<file path="config.mk">
export PLATFORM = sky130hd
export DESIGN_NAME = pps_fetch
export DESIGN_NICKNAME = d
export VERILOG_FILES = /design/src/rtl/pps_fetch.sv
export SDC_FILE = /design/constraint.sdc
export NUM_CORES = 1
export LEC_CHECK = 0
export CORE_ASPECT_RATIO = 1.75
export CORE_MARGIN = 5
export CORE_UTILIZATION = 53
export CTS_CLUSTER_DIAMETER = 50
export CTS_CLUSTER_SIZE = 14
export DETAILED_ROUTE_END_ITERATION = 10
export GPL_TIMING_DRIVEN = 0
export PLACE_DENSITY = 0.77
export SLEW_MARGIN = 20
export SYNTH_ARGS = -nofsm -noshare
export SYNTH_HDL_FRONTEND = slang
export SYNTH_SLANG_ARGS = --single-unit
</file>
<file path="constraint.sdc">
create_clock -name clk -period 5.01 [get_ports clk]
set_clock_uncertainty 0.2 [all_clocks]
set_input_delay 1.503 -clock clk [delete_from_list [all_inputs] [get_ports clk]]
set_output_delay 1.503 -clock clk [all_outputs]
set_load 0.02 [all_outputs]
</file>
<file path="src/rtl/pps_fetch.sv">
// Instruction-fetch stage: PC, req/ack SRAM reads, 2-entry prefetch buffer, and
// registered instruction/PC+4 outputs to decode with taken-branch redirect.
`timescale 1ns/1ps
module pps_fetch #(
  parameter logic [31:0] RESET_PC  = 32'h0000_0000,
  parameter logic [31:0] NOP_INST  = 32'h0000_0000,
  parameter int unsigned BUF_DEPTH = 2
) (
  input  logic        clk,
  input  logic        rst,
  input  logic        ID_stall_in,
  input  logic        ID_Pstomp_in,
  input  logic [31:0] ID_bra_tgt_in,
  output logic        imem_req_out,
  output logic [31:0] imem_addr_out,
  input  logic        imem_ack_in,
  input  logic [31:0] imem_rdata_in,
  output logic [31:0] IF_inst_out,
  output logic [31:0] IF_PC_out,
  output logic        IF_valid_out
);

  localparam logic [1:0] DEPTH = 2'(BUF_DEPTH);

  typedef enum logic [1:0] {S_IDLE, S_FETCH, S_DRAIN} state_t;

  state_t      r_state, w_state_nxt;
  logic        r_req, w_req_nxt;
  logic [31:0] r_addr, w_addr_nxt;
  logic [31:0] r_pc, w_pc_nxt;
  logic [31:0] r_buf_inst [2];
  logic [31:0] r_buf_pc   [2];
  logic [1:0]  r_cnt, w_cnt_nxt, w_widx;
  logic [31:0] r_inst, r_pc_out;
  logic        r_valid;

  logic        w_ack, w_acc, w_busy, w_pop, w_bypass, w_push;
  logic [31:0] w_ack_pc, w_tgt;
  logic        w_unused;

  assign w_unused = ^ID_bra_tgt_in[1:0];
  assign w_tgt    = {ID_bra_tgt_in[31:2], 2'b00};

  // Acks are only meaningful while a request is outstanding; strays are ignored.
  assign w_ack    = imem_ack_in & r_req;
  assign w_acc    = w_ack & (r_state == S_FETCH) & ~ID_Pstomp_in;
  assign w_busy   = r_req & ~w_ack;
  assign w_ack_pc = r_addr + 32'd4;
  assign w_pop    = ~ID_Pstomp_in & ~ID_stall_in & (r_cnt != 2'd0);
  assign w_bypass = ~ID_Pstomp_in & ~ID_stall_in & (r_cnt == 2'd0) & w_acc;
  assign w_push   = w_acc & ~w_bypass;
  assign w_widx   = r_cnt - {1'b0, w_pop};

  always_comb begin
    w_cnt_nxt = r_cnt - {1'b0, w_pop} + {1'b0, w_push};
    if (ID_Pstomp_in) w_cnt_nxt = '0;
    w_pc_nxt = r_pc;
    if (ID_Pstomp_in)  w_pc_nxt = w_tgt;
    else if (w_acc)    w_pc_nxt = r_pc + 32'd4;
  end

  always_comb begin
    w_state_nxt = r_state;
    w_req_nxt   = w_busy;
    w_addr_nxt  = r_addr;
    case (r_state)
      S_IDLE:  w_state_nxt = S_FETCH;
      S_FETCH: begin
        if (ID_Pstomp_in && w_busy) begin
          w_state_nxt = S_DRAIN;
        end else if (!w_busy && (w_cnt_nxt < DEPTH)) begin
          w_req_nxt  = 1'b1;
          w_addr_nxt = w_pc_nxt;
        end
      end
      S_DRAIN: begin
        // The drained ack frees the port; the (possibly re-redirected) pc goes out next.
        if (w_ack) begin
          w_state_nxt = S_FETCH;
          w_req_nxt   = 1'b1;
          w_addr_nxt  = w_pc_nxt;
        end
      end
      default: w_state_nxt = S_IDLE;
    endcase
  end

  always_ff @(posedge clk or negedge rst) begin
    if (!rst) begin
      r_state <= S_IDLE;
      r_pc    <= RESET_PC;
      r_req   <= 1'b0;
      r_addr  <= '0;
    end else begin
      r_state <= w_state_nxt;
      r_pc    <= w_pc_nxt;
      r_req   <= w_req_nxt;
      r_addr  <= w_addr_nxt;
    end
  end

  always_ff @(posedge clk or negedge rst) begin
    if (!rst) begin
      r_cnt         <= '0;
      r_buf_inst[0] <= '0;
      r_buf_inst[1] <= '0;
      r_buf_pc[0]   <= '0;
      r_buf_pc[1]   <= '0;
    end else begin
      r_cnt <= w_cnt_nxt;
      if (w_pop) begin
        r_buf_inst[0] <= r_buf_inst[1];
        r_buf_pc[0]   <= r_buf_pc[1];
      end
      if (w_push) begin
        r_buf_inst[w_widx[0]] <= imem_rdata_in;
        r_buf_pc[w_widx[0]]   <= w_ack_pc;
      end
    end
  end

  always_ff @(posedge clk or negedge rst) begin
    if (!rst) begin
      r_inst   <= NOP_INST;
      r_pc_out <= '0;
      r_valid  <= 1'b0;
    end else if (ID_Pstomp_in) begin
      r_inst  <= NOP_INST;
      r_valid <= 1'b0;
    end else if (!ID_stall_in) begin
      if (r_cnt != 2'd0) begin
        r_inst   <= r_buf_inst[0];
        r_pc_out <= r_buf_pc[0];
        r_valid  <= 1'b1;
      end else if (w_acc) begin
        r_inst   <= imem_rdata_in;
        r_pc_out <= w_ack_pc;
        r_valid  <= 1'b1;
      end else begin
        r_inst  <= NOP_INST;
        r_valid <= 1'b0;
      end
    end
  end

  assign imem_req_out  = r_req;
  assign imem_addr_out = r_addr;
  assign IF_inst_out   = r_inst;
  assign IF_PC_out     = r_pc_out;
  assign IF_valid_out  = r_valid;

endmodule

</file>
Yosys cells after proc, flatten, opt, wreduce, memory -nomap -nowiden:

Cells that the tools add are included.

* flip-flop bits (word level): 262
* logic and storage cells: 84

* $add $sub $neg: 4
* magnitude comparators: 3
* eq/ne operators: 7
* muxes and demuxes: 32
* bitwise operators: 14
* reduce and logical (&&, ||, !) cells: 12

Operators with widths (count)
* 32-bit two-way mux: 14
* 64-bit bitwise mux: 2
* 64-bit two-way mux: 2
* 32-bit by 3-bit adder with 32-bit output (second input constant): 2
* 32-bit one-hot mux with 2 select lines: 1
* 32-bit demux with 1-bit select: 1
* 1-bit AND: 9
* 1-bit two-way mux: 7
* 2-bit two-way mux: 3
* 2-bit by 1-bit inequality test with 1-bit output (second input constant): 3
* 2-bit one-hot mux with 3 select lines: 1
* 2-bit nonzero test: 3
* 2-bit zero test: 2
* 2-bit inequality test (second input constant): 2
* 1-bit inverter: 4
* 4-bit AND reduction: 1
* 1-bit logical AND: 3
* 3-bit AND reduction: 1
* 2-bit by 1-bit adder with 2-bit output: 1
* 2-bit by 1-bit == test with 1-bit output (second input constant): 1
* 2-bit == test (second input constant): 1
* 2-bit greater-or-equal comparator (second input constant): 1
* 2-bit by 1-bit less-than comparator with 1-bit output (second input constant): 1
* 2-bit less-than comparator (second input constant): 1
* other kinds (5): 5

Depth between registers and ports, before layout:

Gate-level depths: netlist (run 1).

* word-level depth: 13
* mapped depth: 17
* gate-level depth less buffers: 11

Worst setup path after synthesis (run 1):

No wires, ideal clock.

* path type: input port to flip-flop
* from: input port ID_Pstomp_in
* to: register r_addr[13] (netlist: imem_addr_out[13])
* data arrival time: 4.373 ns
* data required time: 4.685 ns
* setup slack: 0.312 ns
* stages: 15
* path buffers: 5
* cell sequence: nor2_1 -> nand2_1 -> inv_2 -> buf_2 -> clkbuf_1 -> ha_1 -> inv_1 -> ha_1 -> clkbuf_1 -> xnor3_1 -> nor2_1 -> a221o_1 -> buf_2 -> buf_2 -> mux2_2

* longest elaborated chain between the ends: 12

Ends and longest elaborated chain
* start, declared: RTL line 12 `input logic ID_Pstomp_in,`
* parallel branches: the longest is 7 deep, another holds 2-bit by 1-bit subtractor with 2-bit output
* 2-bit two-way mux *: RTL line 56 `if (ID_Pstomp_in) w_cnt_nxt = '0;`
* net w_cnt_nxt[1]: RTL line 33 `logic [1:0] r_cnt, w_cnt_nxt, w_widx;`
* 2-bit less-than comparator *: RTL line 71 `end else if (!w_busy && (w_cnt_nxt < DEPTH)) begin`
* 1-bit logical AND *: RTL line 71
* 2-bit by 1-bit inequality test with 1-bit output (no line) *
* 4-bit AND reduction (no line) *
* end signal, assigned: RTL line 98 `r_addr <= w_addr_nxt;`
* end, declared: RTL line 29 `logic [31:0] r_addr, w_addr_nxt;`

Mark *: on every way through the listed nets, which the timed path passes. The select of a mux whose other input is x is not followed.
A chain may end at the register's enable or synchronous reset.

Worst setup path after layout (run 1):

* from: input port ID_Pstomp_in
* to: register r_addr[21] (netlist: imem_addr_out[21])

Same word-level chain as after synthesis.

==> metrics.txt, run 1 <==
Top Ports 167; FF-to-FF setup slack 1090 ps; Power Total around 7.3 mW; Max Cap Viol 0; ANT nets after route 0; Final Util 65.64%; YS warnings 0; DRC 0; site row count 73; Tcrit/Tclk final roughly 97%; Slew @ Worst Pin ~860 ps; Slew HR 42.38%; clock edge transition at the registers on the reported setup and hold paths around 60 ps; standby leakage power between 6 and 7 nW; Clock Tree Buf Depth 3; CTS Buf Count 23; via count 10180; Critical Path RT roughly 5200 ps; Setup Fix Bufs, Post-CTS 0; CP Capture Type flop; # clock sinks about 260; layout cells sized above 1 just under 9%; Syn Nets around 1300; First-pass DRT Iterations 5; drt first-iter violations slightly above 900; final hold vios 0; Worst Setup EP imem_addr_out[21]$_DFFE_PN0P_; Avg Cell Area, Syn ~10 um^2; hold_buf cts 0; Area contributors post-synth dfrtp_1 (53%), mux2_2 (6.0%), mux2i_1 (4.0%); fmax between 0.2 and 0.25 GHz; max-slew violation count 0; core area between 20000 and 25000 um^2; starting density of the core a little over half; final setup margin between 150 and 200 ps; fin crit period 4853 ps; CTS H-tree depth 1; RSZ-0062 raised after global routing no; sequential element share of the synthesized area a little over half; status finished clean; Setup-failing EPs final 0; total gr overflow 0; n_diodes 0; Post-Syn Area 12290 um^2; Hold Path Class flop to flop; post-synthesis async set-or-reset flop share 100.0%; Layout area overhead 21.99%; die width around 130 um; top cells by count, synth dfrtp_1 (262), nand2_1 (106), o21ai_0 (82); crit path launch type input port; critical path peak fanout 19; crit path launch ID_Pstomp_in; multi-input logic area roughly 5200 um^2; detailed-route wire length 35320 um; DP Worst Slack -1628 ps; Tot GR Track Use a little over a quarter; finished layout cell area 14990 um^2; routed vias/inst 6.113; WL per Instance roughly 21 um; # port buffers about 160; initial antenna violation count 0; most used flip-flop cell after synthesis dfrtp_1; Synth Register Bits around 260; Skew-Pair Late Insertion Delay 520 ps; Synth cell types 64; Synth top area share about 53%; vias in the first global route ~11000; CTS tree built; FILL cells approximately 1900; arrival time at the worst endpoint roughly 5100 ps; R2R Path End imem_addr_out[21]$_DFFE_PN0P_; power per cell area approximately 480 nW/um^2; cell with the most instances after synthesis dfrtp_1; clock root buffer clkbuf_16; sequential cell area 6556 um^2; synthesized instance count 1173; die area 26450 um^2; Nets around 1400; Die Y roughly 210 um; largest net degree at the start of global routing 102; critical path class input port to flop; Yosys top cell by area dfrtp_1; dpl cell area 14360 um^2; Post-synth EDFFs 0; R2R Path Start r_cnt[1]$_DFF_PN0_; first-pass GRT wire length 56270 um; Post-DP HPWL 25760 um; FF-to-FF path depth 14; GPL Wtd Cong 0.9234; VDD IR-drop max 0.0003024 V
## worst min path at each step
stage,from,end,slack [ps],depth (start not counted)
final,IF_PC_out[25]$_DFFE_PN0P_,IF_PC_out[25]$_DFFE_PN0P_,280,2
after global routing,IF_valid_out$_DFFE_PN0P_,IF_valid_out$_DFFE_PN0P_,300,2
after CTS,IF_PC_out[25]$_DFFE_PN0P_,IF_PC_out[25]$_DFFE_PN0P_,280,2
after detailed placement,IF_PC_out[25]$_DFFE_PN0P_,IF_PC_out[25]$_DFFE_PN0P_,270,2
after global placement,IF_PC_out[28]$_DFFE_PN0P_,IF_PC_out[28]$_DFFE_PN0P_,260,2
after floorplan,r_pc[0]$_DFF_PN0_,r_pc[0]$_DFF_PN0_,270,1
## through the flow
step	hold slack (ps)	setup TNS [ps]	std cells
floorplan	272.1	0	1173
global placement	259.6	-2433130	1637
detailed placement	268.3	-159230	1639
CTS	282.5	0	1665
global route	300.0	0	1665
finish	281.2	0	1665
## report_power, final
part / switching, mW / internal [mW] / leakage, nW
sequential: 0.542 / 2.69 / 3.39
clock: 0.761 / 0.822 / 0.290
combinational: 1.34 / 1.11 / 3.09
total: 2.64 / 4.62 / 6.78
## per-layer routing
layer	global-route usage [%]	up-vias	share of wire [%]
met3	4.671	105	6.8
met1	30.39	5067	36
met2	46.66	399	51
li1	-	4607	-
met5	0	-	0
met4	13.32	0	5.3
## area by class of cell
type | count | share of cell area, %
multi-input combinational | 780 | 34.86
sequential | 262 | 43.74
clock buffer | 25 | 3.890
buffer | 79 | 2.237
timing repair buffer | 166 | 11.35
tap | 300 | 2.504
inverter | 50 | 1.252
clock inverter | 3 | 0.1586
## kinds of logic after synthesis
kind of cell	Yosys count	synth area share [%]
muxes	117	10.22
DFF	262	53.36
AOI/OAI and AO/OA	267	13.98
xor gates and xnor gates	37	2.749
buffers and inverters	131	4.175
and+or+nand+nor	350	14.59
adders and majority gates	9	0.9165
## timing repair
action / CTS / global route
hold endpoints to repair: 0 / 0
cloned: 0 / 0
endpoints found under the setup margin: 161 / 24
resized for setup: 8 / 6
## worst max-delay path, cell delays in order
cell	delay, ps
clkdlybuf4s50_1	550
nor2_2	260
nand2_2	220
inv_2	120
buf_6	230
ha_1	270
inv_1	80
ha_2	270
xnor3_1	290
nor2_1	200
a221o_1	220
clkbuf_4	240
buf_4	210
mux2_2	350
## cell usage in the layout (no fill, tap or decap), types with 6 or more instances in the layout
master	Yosys	routed
dfrtp_1	262	262
clkdlybuf4s50_1	0	163
nand2_1	106	105
o21ai_0	82	82
nor2_1	73	72
mux2_2	65	65
clkbuf_1	68	64
a21oi_1	64	64
inv_1	49	49
mux2i_1	49	49
and3_1	35	35
a222oi_1	32	32
a211oi_1	29	29
nand3_1	28	28
nand4_1	27	27
clkbuf_16	0	23
xnor2_1	20	20
nor3_1	18	18
xor2_1	16	16
nor2b_1	12	12
nor4_1	11	11
and4_1	10	10
o21ai_1	9	9
a31oi_1	8	8
ha_1	9	8
or3_1	7	7
buf_2	8	6
a21o_1	6	6
Note: power is estimated with default switching activity, not from simulation.
==> inputs of run 2 (changes only) <==
Settings changed: ABC_CLOCK_PERIOD_IN_PS set to 5010.
==> results of run 2 <==
The final DEF is identical to that of run 1; final timing and power are the same.
